[src/rtl/rf_dump_reader_pkg.sv]
// Shared definitions for the register-file dump reader: FSM state encoding
// and the register-file geometry constants that the dump walks over.
package rf_dump_reader_pkg;

    // Register-file geometry: 32 registers addressed by a 5-bit index.
    localparam int NUM_REGS = 32;
    localparam int ADDR_W   = 5;
    localparam int DATA_W   = 32;

    // Dump sequencer states.
    typedef enum logic [1:0] {
        ST_IDLE = 2'd0,
        ST_READ = 2'd1,
        ST_HOLD = 2'd2,
        ST_DONE = 2'd3
    } dump_state_e;

endpackage : rf_dump_reader_pkg

[src/rtl/rf_dump_reader.sv]
// Register-file dump reader. On a start request it walks the read port of a
// register file from address 0 to NUM_REGS-1 and presents each register as
// one valid/ready record (register number, value, last flag). Each record is
// sampled in its own READ cycle, so the dump is not an atomic snapshot.
// The block only drives a read address; it has no write path.
module rf_dump_reader #(
    parameter int NUM_REGS = rf_dump_reader_pkg::NUM_REGS,
    parameter int ADDR_W   = rf_dump_reader_pkg::ADDR_W,
    parameter int DATA_W   = rf_dump_reader_pkg::DATA_W
) (
    input  logic              clk,
    input  logic              rst,
    input  logic              start,
    output logic [ADDR_W-1:0] rd_addr,
    input  logic [DATA_W-1:0] rd_data,
    output logic              out_valid,
    input  logic              out_ready,
    output logic [ADDR_W-1:0] out_regnum,
    output logic [DATA_W-1:0] out_data,
    output logic              out_last,
    output logic              busy,
    output logic              done
);

    import rf_dump_reader_pkg::*;

    // Highest address the counter may ever reach; it never steps past this.
    localparam logic [ADDR_W-1:0] LAST_ADDR = ADDR_W'(NUM_REGS - 1);

    // FSM state
    dump_state_e       state_r;
    dump_state_e       state_nxt_s;

    // Registered outputs
    logic [ADDR_W-1:0] rd_addr_r;
    logic              out_valid_r;
    logic [ADDR_W-1:0] out_regnum_r;
    logic [DATA_W-1:0] out_data_r;
    logic              out_last_r;
    logic              busy_r;
    logic              done_r;

    // Next values for the registered outputs
    logic [ADDR_W-1:0] rd_addr_nxt_s;
    logic              out_valid_nxt_s;
    logic [ADDR_W-1:0] out_regnum_nxt_s;
    logic [DATA_W-1:0] out_data_nxt_s;
    logic              out_last_nxt_s;
    logic              busy_nxt_s;
    logic              done_nxt_s;

    // Helper conditions
    logic              handshake_s;
    logic              at_last_s;

    // Record accepted by the consumer this cycle; the address counter is at the final register.
    assign handshake_s = out_valid_r & out_ready;
    assign at_last_s   = (rd_addr_r == LAST_ADDR);

    // State register: reset wins over everything, including a same-cycle start.
    always_ff @(posedge clk) begin
        if (rst) begin
            state_r <= ST_IDLE;
        end else begin
            state_r <= state_nxt_s;
        end
    end

    // Next-state logic: start is only honoured in IDLE, so it is ignored while busy and in DONE.
    always_comb begin
        state_nxt_s = state_r;
        case (state_r)
            ST_IDLE: begin
                if (start) begin
                    state_nxt_s = ST_READ;
                end else begin
                    state_nxt_s = ST_IDLE;
                end
            end
            ST_READ: begin
                state_nxt_s = ST_HOLD;
            end
            ST_HOLD: begin
                if (handshake_s) begin
                    if (at_last_s) begin
                        state_nxt_s = ST_DONE;
                    end else begin
                        state_nxt_s = ST_READ;
                    end
                end else begin
                    state_nxt_s = ST_HOLD;
                end
            end
            ST_DONE: begin
                state_nxt_s = ST_IDLE;
            end
            default: begin
                state_nxt_s = ST_IDLE;
            end
        endcase
    end

    // Output logic: computes the next value of every registered output from the current state.
    always_comb begin
        rd_addr_nxt_s    = rd_addr_r;
        out_regnum_nxt_s = out_regnum_r;
        out_data_nxt_s   = out_data_r;
        out_last_nxt_s   = out_last_r;
        // Status flags follow the state being entered so they line up with it.
        out_valid_nxt_s  = (state_nxt_s == ST_HOLD);
        busy_nxt_s       = (state_nxt_s != ST_IDLE);
        done_nxt_s       = (state_nxt_s == ST_DONE);
        case (state_r)
            ST_IDLE: begin
                if (start) begin
                    rd_addr_nxt_s = '0;
                end else begin
                    rd_addr_nxt_s = rd_addr_r;
                end
            end
            ST_READ: begin
                // Capture the register as it is right now; later writes show up in later records only.
                out_regnum_nxt_s = rd_addr_r;
                out_data_nxt_s   = rd_data;
                out_last_nxt_s   = at_last_s;
            end
            ST_HOLD: begin
                if (handshake_s) begin
                    // Last flag must drop together with valid.
                    out_last_nxt_s = 1'b0;
                    if (at_last_s) begin
                        rd_addr_nxt_s = rd_addr_r;
                    end else begin
                        rd_addr_nxt_s = rd_addr_r + ADDR_W'(1);
                    end
                end else begin
                    out_last_nxt_s = out_last_r;
                end
            end
            ST_DONE: begin
                rd_addr_nxt_s = rd_addr_r;
            end
            default: begin
                out_last_nxt_s = 1'b0;
            end
        endcase
    end

    // Output registers: cleared by reset so an aborted dump leaves no record or done pulse behind.
    always_ff @(posedge clk) begin
        if (rst) begin
            rd_addr_r    <= '0;
            out_valid_r  <= 1'b0;
            out_regnum_r <= '0;
            out_data_r   <= '0;
            out_last_r   <= 1'b0;
            busy_r       <= 1'b0;
            done_r       <= 1'b0;
        end else begin
            rd_addr_r    <= rd_addr_nxt_s;
            out_valid_r  <= out_valid_nxt_s;
            out_regnum_r <= out_regnum_nxt_s;
            out_data_r   <= out_data_nxt_s;
            out_last_r   <= out_last_nxt_s;
            busy_r       <= busy_nxt_s;
            done_r       <= done_nxt_s;
        end
    end

    assign rd_addr    = rd_addr_r;
    assign out_valid  = out_valid_r;
    assign out_regnum = out_regnum_r;
    assign out_data   = out_data_r;
    assign out_last   = out_last_r;
    assign busy       = busy_r;
    assign done       = done_r;

endmodule : rf_dump_reader

[config.mk]
export PLATFORM = sky130hd
export DESIGN_NAME = rf_dump_reader
export DESIGN_NICKNAME = d
export VERILOG_FILES = /design/src/rtl/rf_dump_reader_pkg.sv /design/src/rtl/rf_dump_reader.sv
export SDC_FILE = /design/constraint.sdc
export NUM_CORES = 1
export LEC_CHECK = 0
export ABC_AREA = 1
export BUFFER_PORTS_ARGS = -buffer_cell sky130_fd_sc_hd__buf_4
export CAP_MARGIN = 0
export CORE_ASPECT_RATIO = 0.9
export CORE_UTILIZATION = 40
export CTS_CLUSTER_DIAMETER = 40
export DETAILED_ROUTE_END_ITERATION = 10
export GPL_TIMING_DRIVEN = 0
export MAX_ROUTING_LAYER = met4
export PLACE_DENSITY = 0.67
export SETUP_SLACK_MARGIN = 0.05
export SKIP_LAST_GASP = 1
export SYNTH_ARGS = -nofsm -noshare
export SYNTH_HDL_FRONTEND = slang
export SYNTH_SLANG_ARGS = --single-unit
export TNS_END_PERCENT = 50
[constraint.sdc]
create_clock -name clk -period 2.1 [get_ports clk]
set_input_delay 0.525 -clock clk [delete_from_list [all_inputs] [get_ports clk]]
set_output_delay 0.525 -clock clk [all_outputs]
set_load 0.01 [all_outputs]
==> run_results.csv <==
group,metric,value,unit
detailed_routing,finalWirelength,4051,microns
clock_tree,tritoncts,"yes",
critical_path,cp_data_required_time,2.33,ns
floorplanning,die_outline_width,71.33,microns
power_and_ir_drop,netSwitchingPower,461.9,uW
hold_path,hold_class,"in -> reg",
placed_design,postPlaceCellArea,0.002399,sq mm
synth,seq_area_frac_synth,55.53,%
synth,synthTopCellsByArea,"dfxtp_1 56%, nor2_1 17%, o21ai_0 11%",
run_status,run_status,"finished, violations left",
timing,hold_viol,0,
layout,diodes_inserted,0,
detailed_routing,final_antenna_net_count,0,
power_and_ir_drop,p_int,1398,uW
clock_tree,cts.reportedPaths.clkPinSlew,0.08,ns
floorplanning,die-area,0.004593,sq mm
clock_tree,post_cts_repair_setup_buffers,0,
floorplanning,core_area,0.004101,sq mm
synth,synth_top_cell_by_area,"dfxtp_1",
clock_tree,htree_num_levels,2,
critical_path,regToRegEndpoint,"rd_addr[1]$_SDFFE_PP0P_",
detailed_routing,detailedRoute.firstPassIterationCount,7,
synth,syn_avg_cell_area,7.657,sq um
synth,post_syn_area,0.001730,sq mm
run_status,violations_in_the_final_reports,"DRC",
synth,postSynthCellCount,226,
global_routing,grt_pass1_vias,1513,
critical_path,worst_setup_path_start_kind,"flip-flop",
timing,finalCritPeriodShare,77.60,%
power_and_ir_drop,power.sequential.fraction,54.1,%
synth,synth-edff-count,0,
critical_path,arrival,1.86,ns
critical_path,worstReg2RegStart,"rd_addr[0]$_SDFFE_PP0P_",
layout,drive_above_1_share,30.16,%
global_routing,grt_start_max_net_pins,14,
clock_tree,cts_hold_buf,0,
clock_tree,numClockSinks,48,
layout,final_cell_area,0.002489,sq mm
power_and_ir_drop,maximum_vdd_ir_drop,0.0005287,V
synth,yosysTopAreaCellShare,55.53,%
timing,fin_skew,0.005223,ns
floorplanning,die_height,64.40,microns
detailed_routing,avgViaCountPerCell,4.656,
synth,mappedNetlistNets,264,
floorplanning,floorplan.initialDensity,42.19,%
timing,relSlewSlack,75.08,%
hold_path,worst_hold_startpoint,"rst",
timing,finalSetupViolCount,0,
critical_path,crit_type,"reg -> reg",
synth,synthTopCellsByCount,"78 x nor2_1, 48 x dfxtp_1, 38 x o21ai_0, 20 x nand2_1, 11 x inv_1",
timing,fin_worst_hold_slack,0.4334,ns
global_routing,global_route.usage.total,19.33,%
clock_tree,clk_path_buf_depth,2,
floorplanning,rows,22,
clock_tree,clock_latency,0.29,ns
detailed_routing,dr_total_vias,1690,
timing,fmaxAchievable,613.6,MHz
detailed_routing,detail_route.wl_per_cell,11.16,microns
synth,yosys.cell_types.count,16,
timing,final.setup.tns,0,ns
power_and_ir_drop,powerDensity,747.6,mW/mm^2
placed_design,dp_cells,355,
global_routing,grt_first_pass_wirelength,6644,microns
detailed_routing,drcViolationCount,8,
clock_tree,post_cts_resize_count,0,
hold_path,hold-path-endpoint,"rd_addr[4]$_SDFFE_PP0P_",
synth,yosys_reg_bits,48,
critical_path,rrSetupSlack,0.47,ns
critical_path,cp_max_fo,7,
timing,rsz0062_at_grt,"false",
placed_design,gp_routability_congestion,0.7924,
power_and_ir_drop,power.leakage,0.001257,uW
clock_tree,cts_made_buffers,5,
placed_design,numPortBuffers,81,
clock_tree,root_buffer,"clkbuf_8",
timing,tightest_slew,0.3738,ns
power_and_ir_drop,share_of_total_power_in_combinational_logic,16.6,%
global_routing,grt_antenna_before_repair,0,
synth,ys.flop_type,"dfxtp_1",
layout,num-nets-final,352,
critical_path,r2r.worst_path.cells,9,
placed_design,hpwl,2891,microns
power_and_ir_drop,switching_share,24.83,%
hold_path,min_path_cells,2,
layout,syn_to_final_growth,43.82,%
timing,final-max-slew-violation-count,0,
synth,post-synth-top-count-cell,"nor2_1",
power_and_ir_drop,clock_group_share_of_total_power,29.3,%
floorplanning,num_io_pins,82,
layout,layoutNonFillerInstCount,363,
detailed_routing,drt_iter0_drc,68,
global_routing,overflow,0,
synth,ys.warnings.count,0,
job,maxcap_viol_count,0,
synth,synthArstFlopShare,0,%
power_and_ir_drop,total_power,1860,uW
critical_path,timing.critical_path.to_type,"flip-flop",
timing,period_needed,1.630,ns
==> power by group through the flow <==
stage,Clock (uW),Sequential [uW],Combinational (uW)
after global routing,613,1010,345
after CTS,566,1010,313
final,546,1010,309
after floorplan,0,1050,107
after global placement,0,1020,310
after detailed placement,0,1030,312
==> cells in the final DEF, fill, tap and decap left out <==
cell type   n
a21oi_1     7
buf_1       1
buf_2       5
buf_4      81
clkbuf_1    7
clkbuf_8    6
dfxtp_1    48
ha_1        2
inv_1      11
inv_2       1
nand2_1    20
nand3_1     6
nand4_1     1
nor2_1     78
nor2_2      1
nor2_4      1
o21ai_0    38
o21ai_1     1
==> area by class of cell <==
cell class | count | area, sq um
inverters | 12 | 45.04
fillers | 402 | 1613
flip-flops and latches | 48 | 960.9
multi-input cells | 155 | 676.9
repair buffers | 81 | 608.1
well taps | 48 | 60.06
plain buffers | 11 | 47.55
clock buffers | 8 | 90.09
==> worst max-delay path, cell delays in order (launching register included) <==
cell,delay (ns)
dfxtp_1,0.38
ha_1,0.23
nand2_1,0.08
nor2_1,0.04
ha_1,0.19
nor2_1,0.14
nand2_1,0.16
inv_1,0.15
nand2_1,0.07
a21oi_1,0.13
==> how the worst max path moves through the flow <==
stage / to / startpoint / depth (start not counted)
after floorplan: rd_addr[1]$_SDFFE_PP0P_ / rd_addr[0]$_SDFFE_PP0P_ / 9
after global placement: rd_addr[1]$_SDFFE_PP0P_ / rd_addr[0]$_SDFFE_PP0P_ / 9
after detailed placement: rd_addr[1]$_SDFFE_PP0P_ / rd_addr[0]$_SDFFE_PP0P_ / 9
after CTS: rd_addr[1]$_SDFFE_PP0P_ / rd_addr[0]$_SDFFE_PP0P_ / 9
after global routing: rd_addr[1]$_SDFFE_PP0P_ / rd_addr[0]$_SDFFE_PP0P_ / 9
final: rd_addr[1]$_SDFFE_PP0P_ / rd_addr[0]$_SDFFE_PP0P_ / 9
==> registers in the layout, indices dropped and copies added, names as in the netlist <==
register    flops
out_last        1
out_regnum      5
busy            1
done            1
out_data       32
rd_addr         5
out_valid       1
state_r         2
==> per-stage QoR <==
| stage | util, % | setup slack (ns) |
|---|---|---|
| finish | 60.68 | 0.4704 |
| detailed placement | 58.48 | 0.4802 |
| global placement | 58.48 | 0.4795 |
| global route | 60.68 | 0.3202 |
| floorplan | - | 0.6268 |
| CTS | 60.68 | 0.4590 |
==> cells by family after synthesis <==
logic type                 synth area share [%]
and+or+nand+nor                           24.37
DFF                                       55.53
AOI/OAI and AO/OA                         13.30
buffers and inverters                     5.350
adders and majority gates                 1.446
==> routing by layer <==
layer  wire length [microns]  GRT usage, %  part of all wire, %  up-vias
met5                       0             -                    0        -
met4                      53         6.750                  1.3        0
met3                     314         6.151                  7.8        4
met2                    1658         29.05                   41       63
met1                    2026         24.46                   50      731
li1                        -             -                    -      892
Note: power is estimated with default switching activity, not from simulation.
